## src/rtl/cpu_pkg.sv

```systemverilog
`default_nettype none
// ============================================================================
// Module      : cpu_pkg
// Description : Shared definitions for the 8-bit, 4-opcode CPU: opcode
//               encodings, controller state encodings and instruction
//               field positions.
// Revision    : 1.0 - initial release
// ============================================================================
package cpu_pkg;

    // Opcodes (instruction[7:6])
    localparam logic [1:0] c_OP_ADD = 2'b00;
    localparam logic [1:0] c_OP_LW  = 2'b01;
    localparam logic [1:0] c_OP_SW  = 2'b10;
    localparam logic [1:0] c_OP_J   = 2'b11;

    // Controller state encodings; the numeric values are visible on the
    // state output, so they must not be reordered.
    localparam int         c_STATE_W  = 3;
    localparam logic [2:0] c_ST_IDLE   = 3'd0;
    localparam logic [2:0] c_ST_FETCH  = 3'd1;
    localparam logic [2:0] c_ST_DECODE = 3'd2;
    localparam logic [2:0] c_ST_EXEC   = 3'd3;
    localparam logic [2:0] c_ST_MEM    = 3'd4;
    localparam logic [2:0] c_ST_WB     = 3'd5;

    // Instruction field positions
    localparam int c_OP_MSB  = 7;
    localparam int c_OP_LSB  = 6;
    localparam int c_RS_MSB  = 5;
    localparam int c_RS_LSB  = 4;
    localparam int c_RT_MSB  = 3;
    localparam int c_RT_LSB  = 2;
    localparam int c_RD_MSB  = 1;
    localparam int c_RD_LSB  = 0;

    function automatic logic [1:0] get_op(input logic [7:0] instr);
        return instr[c_OP_MSB:c_OP_LSB];
    endfunction

endpackage
`default_nettype wire

```

## src/rtl/step_tick_gen.sv

```systemverilog
`default_nettype none
// ============================================================================
// Module      : step_tick_gen
// Description : Execution pacing for the multicycle controller.
//               - Free-running divider producing a one-cycle tick every
//                 STEP_DIV clocks (tick on count STEP_DIV-1).
//               - Rising-edge detector on the step level, holding at most
//                 one pending single-step request until consumed.
// Ports       : i_clk50        system clock
//               i_reset        asynchronous active-high reset
//               i_step         single-step level (synchronous)
//               i_consume      controller is starting an instruction now
//               o_tick         one-cycle pacing pulse
//               o_step_pending a single-step request is waiting
// Revision    : 1.0 - initial release
// ============================================================================
module step_tick_gen #(
    parameter int STEP_DIV = 25000000
) (
    input  logic i_clk50,
    input  logic i_reset,
    input  logic i_step,
    input  logic i_consume,
    output logic o_tick,
    output logic o_step_pending
);

    localparam int                 c_DIV_W    = (STEP_DIV > 2) ? $clog2(STEP_DIV) : 1;
    localparam logic [c_DIV_W-1:0] c_DIV_LAST = c_DIV_W'(STEP_DIV - 1);

    logic [c_DIV_W-1:0] r_div;
    logic               r_step_q;
    logic               r_pending;
    logic               w_step_rise;

    // Divider runs regardless of what the controller is doing.
    always_ff @(posedge i_clk50 or posedge i_reset) begin
        if (i_reset) begin
            r_div <= '0;
        end else if (r_div == c_DIV_LAST) begin
            r_div <= '0;
        end else begin
            r_div <= r_div + 1'b1;
        end
    end

    assign o_tick      = (r_div == c_DIV_LAST);
    assign w_step_rise = i_step & ~r_step_q;

    // A held request absorbs any further edges. When the request is being
    // consumed this cycle, a simultaneous edge is only kept if it is not the
    // one already being serviced (i.e. when the start came from the tick).
    always_ff @(posedge i_clk50 or posedge i_reset) begin
        if (i_reset) begin
            r_step_q  <= 1'b0;
            r_pending <= 1'b0;
        end else begin
            r_step_q <= i_step;
            if (i_consume) begin
                r_pending <= w_step_rise & ~r_pending;
            end else begin
                r_pending <= r_pending | w_step_rise;
            end
        end
    end

    assign o_step_pending = r_pending;

endmodule
`default_nettype wire

```

## src/rtl/multicycle_ctrl.sv

```systemverilog
`default_nettype none
// ============================================================================
// Module      : multicycle_ctrl
// Description : Multicycle sequencing controller for the 8-bit CPU datapath.
//               Starts one instruction per pacing tick (run=1) or per
//               single-step edge, walks FETCH/DECODE/EXEC/MEM/WB according
//               to the latched opcode and drives Moore datapath enables.
// Ports       : clk50        system clock
//               reset        asynchronous active-high reset
//               run          free-run enable (one instruction per tick)
//               step         single-step level; each rising edge = 1 instr
//               instruction  ROM data at the current PC
//               ir_write, pc_write, pc_src, alu_src, mem_read, mem_write,
//               reg_write, reg_dst   datapath control enables
//               state        current state encoding
//               halted       idle and not free-running
//               instr_count  retired-instruction counter (wraps)
// Revision    : 1.0 - initial release
// ============================================================================
module multicycle_ctrl
    import cpu_pkg::*;
#(
    parameter int STEP_DIV = 25000000,
    parameter int CNT_W    = 8
) (
    input  logic             clk50,
    input  logic             reset,
    input  logic             run,
    input  logic             step,
    input  logic [7:0]       instruction,
    output logic             ir_write,
    output logic             pc_write,
    output logic             pc_src,
    output logic             alu_src,
    output logic             mem_read,
    output logic             mem_write,
    output logic             reg_write,
    output logic             reg_dst,
    output logic [2:0]       state,
    output logic             halted,
    output logic [CNT_W-1:0] instr_count
);

    logic [c_STATE_W-1:0] r_state;
    logic [c_STATE_W-1:0] w_next_state;
    logic [1:0]           r_op;
    logic [CNT_W-1:0]     r_instr_count;
    logic                 w_tick;
    logic                 w_step_pending;
    logic                 w_start;
    logic                 w_consume;
    logic                 w_retire;
    // Operand fields are consumed by the datapath, not by the controller.
    logic [5:0]           w_operands_unused;

    assign w_operands_unused = instruction[c_RS_MSB:c_RD_LSB];

    assign w_start   = (run & w_tick) | w_step_pending;
    assign w_consume = (r_state == c_ST_IDLE) & w_start;

    step_tick_gen #(
        .STEP_DIV (STEP_DIV)
    ) u_step_tick_gen (
        .i_clk50        (clk50),
        .i_reset        (reset),
        .i_step         (step),
        .i_consume      (w_consume),
        .o_tick         (w_tick),
        .o_step_pending (w_step_pending)
    );

    // ------------------------------------------------------------------
    // State register, opcode latch and retire counter
    // ------------------------------------------------------------------
    always_ff @(posedge clk50 or posedge reset) begin
        if (reset) begin
            r_state       <= c_ST_IDLE;
            r_op          <= c_OP_ADD;
            r_instr_count <= '0;
        end else begin
            r_state <= w_next_state;
            // FETCH always lasts exactly one cycle, so this is the edge
            // leaving FETCH; later decisions never look at the live ROM.
            if (r_state == c_ST_FETCH) begin
                r_op <= get_op(instruction);
            end
            if (w_retire) begin
                r_instr_count <= r_instr_count + 1'b1;
            end
        end
    end

    // ------------------------------------------------------------------
    // Next-state logic
    // ------------------------------------------------------------------
    always_comb begin
        w_next_state = r_state;
        case (r_state)
            c_ST_IDLE: begin
                if (w_start) begin
                    w_next_state = c_ST_FETCH;
                end
            end
            c_ST_FETCH:  w_next_state = c_ST_DECODE;
            c_ST_DECODE: w_next_state = c_ST_EXEC;
            c_ST_EXEC: begin
                case (r_op)
                    c_OP_J:   w_next_state = c_ST_IDLE;
                    c_OP_ADD: w_next_state = c_ST_WB;
                    default:  w_next_state = c_ST_MEM;
                endcase
            end
            c_ST_MEM: begin
                if (r_op == c_OP_LW) begin
                    w_next_state = c_ST_WB;
                end else begin
                    w_next_state = c_ST_IDLE;
                end
            end
            c_ST_WB:  w_next_state = c_ST_IDLE;
            default:  w_next_state = c_ST_IDLE;
        endcase
    end

    assign w_retire = (w_next_state == c_ST_IDLE) &&
                      ((r_state == c_ST_EXEC) || (r_state == c_ST_MEM) ||
                       (r_state == c_ST_WB));

    // ------------------------------------------------------------------
    // Moore output decode
    // ------------------------------------------------------------------
    always_comb begin
        ir_write  = 1'b0;
        pc_write  = 1'b0;
        pc_src    = 1'b0;
        alu_src   = 1'b0;
        mem_read  = 1'b0;
        mem_write = 1'b0;
        reg_write = 1'b0;
        reg_dst   = 1'b0;
        case (r_state)
            c_ST_FETCH: begin
                ir_write = 1'b1;
                pc_write = 1'b1;
            end
            c_ST_EXEC: begin
                alu_src = (r_op == c_OP_LW) || (r_op == c_OP_SW);
                if (r_op == c_OP_J) begin
                    pc_write = 1'b1;
                    pc_src   = 1'b1;
                end
            end
            c_ST_MEM: begin
                mem_read  = (r_op == c_OP_LW);
                mem_write = (r_op == c_OP_SW);
            end
            c_ST_WB: begin
                reg_write = 1'b1;
                reg_dst   = (r_op == c_OP_ADD);
            end
            default: ;
        endcase
    end

    assign state       = r_state;
    assign halted      = (r_state == c_ST_IDLE) & ~run;
    assign instr_count = r_instr_count;

endmodule
`default_nettype wire

```

## config.mk

```make
export PLATFORM = sky130hd
export DESIGN_NAME = multicycle_ctrl
export DESIGN_NICKNAME = d
export VERILOG_FILES = /design/src/rtl/cpu_pkg.sv /design/src/rtl/step_tick_gen.sv /design/src/rtl/multicycle_ctrl.sv
export SDC_FILE = /design/constraint.sdc
export NUM_CORES = 1
export LEC_CHECK = 0
export CAP_MARGIN = 20
export CORE_MARGIN = 10
export CORE_UTILIZATION = 48
export DETAILED_ROUTE_END_ITERATION = 10
export PLACE_DENSITY_LB_ADDON = 0.15
export SETUP_SLACK_MARGIN = 0.5
export SLEW_MARGIN = 20
export SYNTH_ARGS = -nofsm -noshare
export SYNTH_HDL_FRONTEND = slang
export SYNTH_SLANG_ARGS = --single-unit
```

## constraint.sdc

```tcl
create_clock -name clk50 -period 1.5 [get_ports clk50]
set_clock_uncertainty 0.05 [all_clocks]
set_input_delay 0.375 -clock clk50 [delete_from_list [all_inputs] [get_ports clk50]]
set_output_delay 0.375 -clock clk50 [all_outputs]
set_load 0.05 [all_outputs]
```

==> flow_summary.yaml, run 1 <==
clock_tree:
  clockBufferDepth: 2
  cts_htree_levels: 2
  clock-sinks: 40
  clock-root-buffer: "clkbuf_8"
  cts-buffers-inserted: 5
  cts_hold_buffers: 0
yosys:
  cell_area_after_technology_mapping_mm2: 0.00203
  post_synth.cell_area_avg_um2: 10.5
  yosys_register_bits: 40
  synth_area_leaders: "dfrtp_1, xnor2_1, ha_1"
  synth.most_common_cell: "dfrtp_1"
  synth_enable_flop_cells: 0
  post_synth_inst_count: 194
  synth.cells.most_frequent: "dfrtp_1, nor2_1, nand2_1, xnor2_1, nand3_1"
  synth_fp_nets: 213
  synth_warnings: 0
  yosys.cell_types.count: 38
  synth_top_flop_cell: "dfrtp_1"
  yosysSeqAreaShare_pct: 49.3
  postSynth.asyncResetShare_pct: 100
  post-synth-top-area-fraction_pct: 49.3
  synth_largest_area_cell: "dfrtp_1"
floorplan:
  floorplan.initialDensity_pct: 50.0
  placementRows: 23
  fp.dieH_um: 85.0
  boundaryPins: 32
  floorplan.die.width_um: 85.0
timing:
  worst-endpoint-pin-kind: "top-level output"
  endpoint_with_the_least_setup_slack_after_the_last_global_route_repair: "mem_read"
grt:
  number_of_antenna_violations_at_the_first_check_in_global_routing: 0
  grt_start_max_net_pins: 41
placed_design:
  placed_cell_area_mm2: 0.00304
  gp_congestion: 0.777
  place_hpwl_mm: 3.96
  port_buffers: 25
status:
  run_status: "stopped before the end"
  flow.stopped_at: "5_1_grt"
  error_message: "[ERROR DPL-0033] detailed placement checks failed during check placement."
what timing repair did:
action,4_1_cts
gates resized for setup,66
gates cloned,1
setup endpoints to repair,59
setup buffers,23
hold endpoints to repair,0
pin swaps,25
cells by family after synthesis:
group,synth area share (%)
and+or+nand+nor,26.2
xor gates and xnor gates,11.2
adders and majority gates,4.31
buffers and inverters,2.09
muxes,1.05
DFF,49.3
AOI/OAI and AO/OA,5.85
per-stage QoR:
| step | setup slack [ns] | instances | TNS, ns |
|---|---|---|---|
| after CTS | -0.385 | 340 | -6.92 |
| after detailed placement | -0.249 | 308 | -3.47 |
| after global placement | -0.214 | 308 | -2.11 |
| after floorplan | -0.528 | 194 | -5.19 |
==> run 2: changes to the inputs <==
CORE_UTILIZATION = 40   (was 48)
SETUP_SLACK_MARGIN = not set   (was 0.5)
clock period = 1.95 ns   (was 1.5 ns; I/O delays follow)
==> run 2 against run 1 <==
  * The flow now finishes, with violations (setup timing)
  * Synthesized cell count is the same
  * Synthesized area is the same
==> flow_summary.yaml, run 2 <==
setup_path:
  critPathCaptureType: "primary output"
  startpoint_type: "flip-flop"
  cp-startpoint: "r_op[0]"
  cpPeakStageDelay_ns: 0.42
  worstReg2RegStart: "u_step_tick_gen.r_div[8]"
  critical_path.max_fanout: 3
  timing.critical_path.buf_inv: 2
  criticalPathCategory: "flip-flop to primary output"
  critPathTopFamily: "flip-flops"
  worst-endpoint-arrival_ns: 1.43
  worst-endpoint-required_ns: 1.41
  cp_cell_sequence: "inv_1, ha_1, and3_4, buf_12"
  slowest_stage: "dfrtp_1"
clock_tree:
  clock-root-buffer: "clkbuf_8"
  tritoncts: "built"
  cts_hold_buffers: 0
  clockBufferDepth: 2
  clk_pin_slew_worst_paths_ns: 0.08
  cts-buffers-inserted: 5
  insertion_delay_ns: 0.29
  cts_htree_levels: 2
  clock-sinks: 40
floorplan:
  boundaryPins: 32
  floorplan.initialDensity_pct: 42.2
  fp.dieH_um: 91.3
  placementRows: 25
  floorplan.die.width_um: 91.3
  core_region_area_mm2: 0.00482
  dieArea_mm2: 0.00833
timing:
  setup_slack_ns: -0.0133
  post-route-period-util_pct: 101
  setup_viol: 1
  grt_setup_unrepaired: "yes"
  worst_max_slew_pin_slew_ns: 0.395
  maximum_clock_frequency_ghz: 0.509
  hold_violations: 0
  slew_violations: 0
  relSlewSlack_pct: 73.6
  layout_min_cycle_time_ns: 1.96
detailed_routing:
  wl_mm: 4.28
  wl_per_cell_um: 14.2
  drt.antenna.violating_nets: 0
  dr_iter_0_viols: 49
  detailedRoute.firstPassIterationCount: 4
  drt_drc_violations_left: 0
  avgViaCountPerCell: 5.05
  route.vias.total: 1519
grt:
  grt_first_pass_wirelength_mm: 7.57
  grt_pass1_vias: 1534
  grt_overflow_total: 0
  grt.total_usage_pct: 10.9
  number_of_antenna_violations_at_the_first_check_in_global_routing: 0
  grt_start_max_net_pins: 41
yosys:
  synth_largest_area_cell: "dfrtp_1"
  post-synth-top-area-fraction_pct: 49.3
  synth_fp_nets: 213
  yosys.cell_types.count: 38
  synth.most_common_cell: "dfrtp_1"
  synth_enable_flop_cells: 0
  yosysSeqAreaShare_pct: 49.3
  cell_area_after_technology_mapping_mm2: 0.00203
  synth_top_flop_cell: "dfrtp_1"
  postSynth.asyncResetShare_pct: 100
  post_synth_inst_count: 194
  synth.cells.most_frequent: "dfrtp_1, nor2_1, nand2_1, xnor2_1, nand3_1"
  post_synth.cell_area_avg_um2: 10.5
  synth_warnings: 0
  yosys_register_bits: 40
  synth_area_leaders: "dfrtp_1, xnor2_1, ha_1"
layout:
  layout.cells.most_common_list: "dfrtp_1, nor2_1, buf_4, nand2_1, xnor2_1"
  largest_register: "u_step_tick_gen.r_div"
  final_core_utilization_pct: 57.4
  finalNetCount: 252
  layout.filler_cells: 427
  flip_flop_count_of_the_largest_register_after_layout: 25
  most_common_cell_after_layout_fill_and_taps_aside: "dfrtp_1"
  share_of_post_route_cells_with_drive_strength_above_1_pct: 27.8
  area.sequential_mm2: 0.00100
  n_antenna_cell: 0
  area_of_the_multi_input_gates_mm2: 0.00108
  post_layout_nonfiller_instances: 301
  flow.area_growth_from_synthesis_pct: 36.1
placed_design:
  gp_congestion: 0.803
  place.detailed.instances: 288
  port_buffers: 25
  place_hpwl_mm: 3.16
hold_path:
  timing.hold.worst.start: "instr_count[7]"
  min_path_type: "flip-flop to flip-flop"
power:
  cellPowerDensity_mw_per_mm2: 1280
  peakVddDrop_mv: 0.596
  p_leak_nw: 1.21
status:
  violations_in_the_final_reports: "setup timing"
  run_status: "finished, violations left"
job:
  timing.max_cap.violations: 0
[run 2: cell counts after synthesis]
No cell type changed its count.
[run 2: layout make-up]
type	instances	share of cell area (%)
Clock buffer	5	2.49
Timing Repair Buffer	35	14.9
Inverter	6	0.815
Tap cell	67	3.03
Clock inverter	3	3.26
Sequential cell	40	36.4
Multi-Input combinational cell	145	39.1
[run 2: power by group]
part	switching [mW]	leakage, nW	total (mW)	internal [mW]
Combinational	0.847	0.608	1.51	0.663
Clock	0.290	0.0784	0.930	0.640
Sequential	0.166	0.523	1.10	0.938
[run 2: path summary, 6_finish.rpt]
path                       slack, ns                         to  depth (start not counted)
max                            -0.01                    alu_src                          4
min                             0.43             instr_count[7]                          1
max reg2reg                     0.14  u_step_tick_gen.r_div[22]                          5
min reg2reg                     0.43             instr_count[7]                          1
max in group asynchronous       1.13                   state[1]                          3
min in group asynchronous       0.50             instr_count[4]                          3
[run 2: timing repair]
item                       in CTS  in global routing
setup endpoints to repair       6                  8
buffers inserted                4                  1
pin swaps                       1                  1
resized for setup               4                  8
hold endpoints to repair        0                  0
[run 2: logic make-up after synthesis]
kind of cell | synth area share [%]
compound gates | 5.85
xor+xnor | 11.2
fa+ha+maj | 4.31
buf+inv | 2.09
flops | 49.3
mux | 1.05
simple gates | 26.2
[run 2: metal layers]
layer	global-route usage [%]	vias up	wire [um]
met3	2.88	6	109
met1	14.2	737	2100
met2	17.2	26	2020
met5	0	-	0
li1	-	750	-
met4	3.52	0	51
[run 2: stage by stage]
step | area (um^2) | setup TNS [ns] | setup WS [ns] | hold slack, ns | total power, mW
after floorplan | 2080 | -0.0810 | -0.0793 | 0.398 | 1.99
after global placement | 2510 | 0 | 0.0924 | 0.411 | 2.48
after detailed placement | 2510 | 0 | 0.0608 | 0.423 | 2.51
after CTS | 2710 | -0.0261 | -0.0261 | 0.435 | 3.53
after global routing | 2760 | -0.290 | -0.0836 | 0.454 | 3.75
final | 2760 | -0.0133 | -0.0133 | 0.430 | 3.54
Note: power is estimated with default switching activity, not from simulation.
==> run 3: changes to the inputs <==
MAX_ROUTING_LAYER = met4   (was not set)
SETUP_SLACK_MARGIN = 0.5   (was not set)
==> run 3 against run 2 <==
  * The run still ends with setup timing left
  * Flip-flop and latch count did not move
  * Worst setup slack worse by 0.0033 ns
  * Utilization up 14 points
  * Via count rose by 17%
  * Count of clock-buffer cells in the layout stayed put
  * Non-clock buffer count increased by 38
  * Power increased by 7.0%
  * Critical path depth stayed put
  * Global-route usage is 2.4 points higher
  * First-iteration DRC count is 14% higher
  * Final cell count grew 12%
  * Design area grew 24%
  * Critical path type unchanged
  * Largest cell class unchanged
  * Highest routed layer unchanged
==> flow_summary.yaml, run 3 (synthesized netlist as in run 2, its figures left out) <==
placed_design:
  gp_congestion: 0.847
  port_buffers: 25
  place.detailed.instances: 289
  place_hpwl_mm: 3.32
  dp_worst_setup_slack_ns: 0.0703
hold_path:
  min_path_type: "flip-flop to flip-flop"
job:
  timing.max_cap.violations: 0
timing:
  worst_max_slew_pin_slew_ns: 0.348
  grt_setup_unrepaired: "yes"
  relSlewSlack_pct: 76.6
  post-route-period-util_pct: 101
  hold_violations: 0
  holdWs_ns: 0.432
  maximum_clock_frequency_ghz: 0.508
  setup_slack_ns: -0.0166
  layout_min_cycle_time_ns: 1.97
  slew_violations: 0
  setup_viol: 2
power:
  fin_total_pwr_mw: 3.79
  cellPowerDensity_mw_per_mm2: 1110
  combinational_share_of_power_pct: 57.3
  p_leak_nw: 1.52
  peakVddDrop_mv: 0.651
  seq_power_share_pct: 28.6
  total_switching_power_mw: 1.54
  power_report.internal_total_mw: 2.25
  clock_power_share_pct: 14.2
  switching_share_pct: 40.7
clock_tree:
  cts_hold_buffers: 0
  cts-buffers-inserted: 5
  clock-sinks: 40
  clk_pin_slew_worst_paths_ns: 0.08
  clock-root-buffer: "clkbuf_8"
  tritoncts: "built"
  clockBufferDepth: 2
  cts_htree_levels: 2
  insertion_delay_ns: 0.30
grt:
  grt_start_max_net_pins: 41
  grt_first_pass_wirelength_mm: 9.05
  grt_overflow_total: 0
  grt.total_usage_pct: 13.3
  grt_pass1_vias: 1838
  number_of_antenna_violations_at_the_first_check_in_global_routing: 0
layout:
  share_of_post_route_cells_with_drive_strength_above_1_pct: 58.7
  finalNetCount: 290
  flip_flop_count_of_the_largest_register_after_layout: 25
  most_common_cell_after_layout_fill_and_taps_aside: "buf_4"
  n_antenna_cell: 0
  layout.cells.most_common_list: "buf_4, dfrtp_1, buf_6, dfrtp_2, buf_12"
  area_of_the_multi_input_gates_mm2: 0.00139
  final_core_utilization_pct: 71.1
  layout.filler_cells: 342
  post_layout_nonfiller_instances: 338
  area.sequential_mm2: 0.00102
  flow.area_growth_from_synthesis_pct: 68.6
  largest_register: "u_step_tick_gen.r_div"
setup_path:
  worst-endpoint-arrival_ns: 1.43
  slowest_stage: "dfrtp_2"
  startpoint_type: "flip-flop"
  cpPeakStageDelay_ns: 0.44
  worst-endpoint-required_ns: 1.41
  criticalPathCategory: "flip-flop to primary output"
  cp_cell_sequence: "inv_2, ha_1, and3_4, buf_12"
  critPathTopFamily: "flip-flops"
  critical_path.max_fanout: 4
  critPathCaptureType: "primary output"
  timing.critical_path.buf_inv: 2
detailed_routing:
  detailedRoute.firstPassIterationCount: 4
  avgViaCountPerCell: 5.24
  wl_per_cell_um: 16.6
  dr_iter_0_viols: 56
  drt_drc_violations_left: 0
  drt.antenna.violating_nets: 0
  wl_mm: 5.62
  route.vias.total: 1771
floorplan:
  core_region_area_mm2: 0.00482
  floorplan.die.width_um: 91.3
  placementRows: 25
  boundaryPins: 32
  floorplan.initialDensity_pct: 42.2
  fp.dieH_um: 91.3
  dieArea_mm2: 0.00833
status:
  run_status: "finished, violations left"
  violations_in_the_final_reports: "setup timing"
-- run 3: layout make-up --
class                      count  area share, %
clock buffer                   5           2.01
timing repair buffer          73           24.0
tap                           67           2.45
sequential                    40           29.7
inverter                       6          0.767
multi-input combinational    145           40.6
clock inverter                 2          0.365
-- run 3: repair_timing --
| item | CTS | global route |
|---|---|---|
| endpoints found under the hold margin | 0 | 0 |
| pin swaps | 17 | 24 |
| endpoints found under the setup margin | 49 | 48 |
| setup buffers | 27 | 14 |
| cloned | 0 | 1 |
| resized for setup | 42 | 70 |
-- run 3: power by group through the flow --
stage | registers (mW) | clock network (mW) | logic (mW)
after global placement | 1.11 | 0 | 1.50
after floorplan | 1.30 | 0 | 0.756
final | 1.08 | 0.537 | 2.17
after detailed placement | 1.12 | 0 | 1.53
after global routing | 1.10 | 0.591 | 2.29
after CTS | 1.06 | 0.545 | 1.94
-- run 3: final timing paths --
check / startpoint / endpoint / slack (ns) / cells past startpoint
setup reg to reg: r_op[1] / instr_count[1] / 0.10 / 9
hold reg to reg: u_step_tick_gen.o_step_pending / u_step_tick_gen.o_step_pending / 0.43 / 1
max in group asynchronous: reset / u_step_tick_gen.r_div[2] / 1.09 / 3
setup / recovery: r_op[0] / alu_src / -0.02 / 4
hold / removal: u_step_tick_gen.o_step_pending / u_step_tick_gen.o_step_pending / 0.43 / 1
min in group asynchronous: reset / instr_count[2] / 0.52 / 3
-- run 3: stage by stage --
stage	TNS (ns)	area [um^2]
after CTS	0	3040
after detailed placement	0	2600
after global routing	-0.102	3420
final	-0.0181	3420
after global placement	0	2600
after floorplan	-0.0799	2150
-- run 3: metal layers --
metal	GRT usage, %	routed length, um
met3	3.37	152
met5	-	0
met1	14.9	2310
met4	4.31	87
met2	22.6	3060
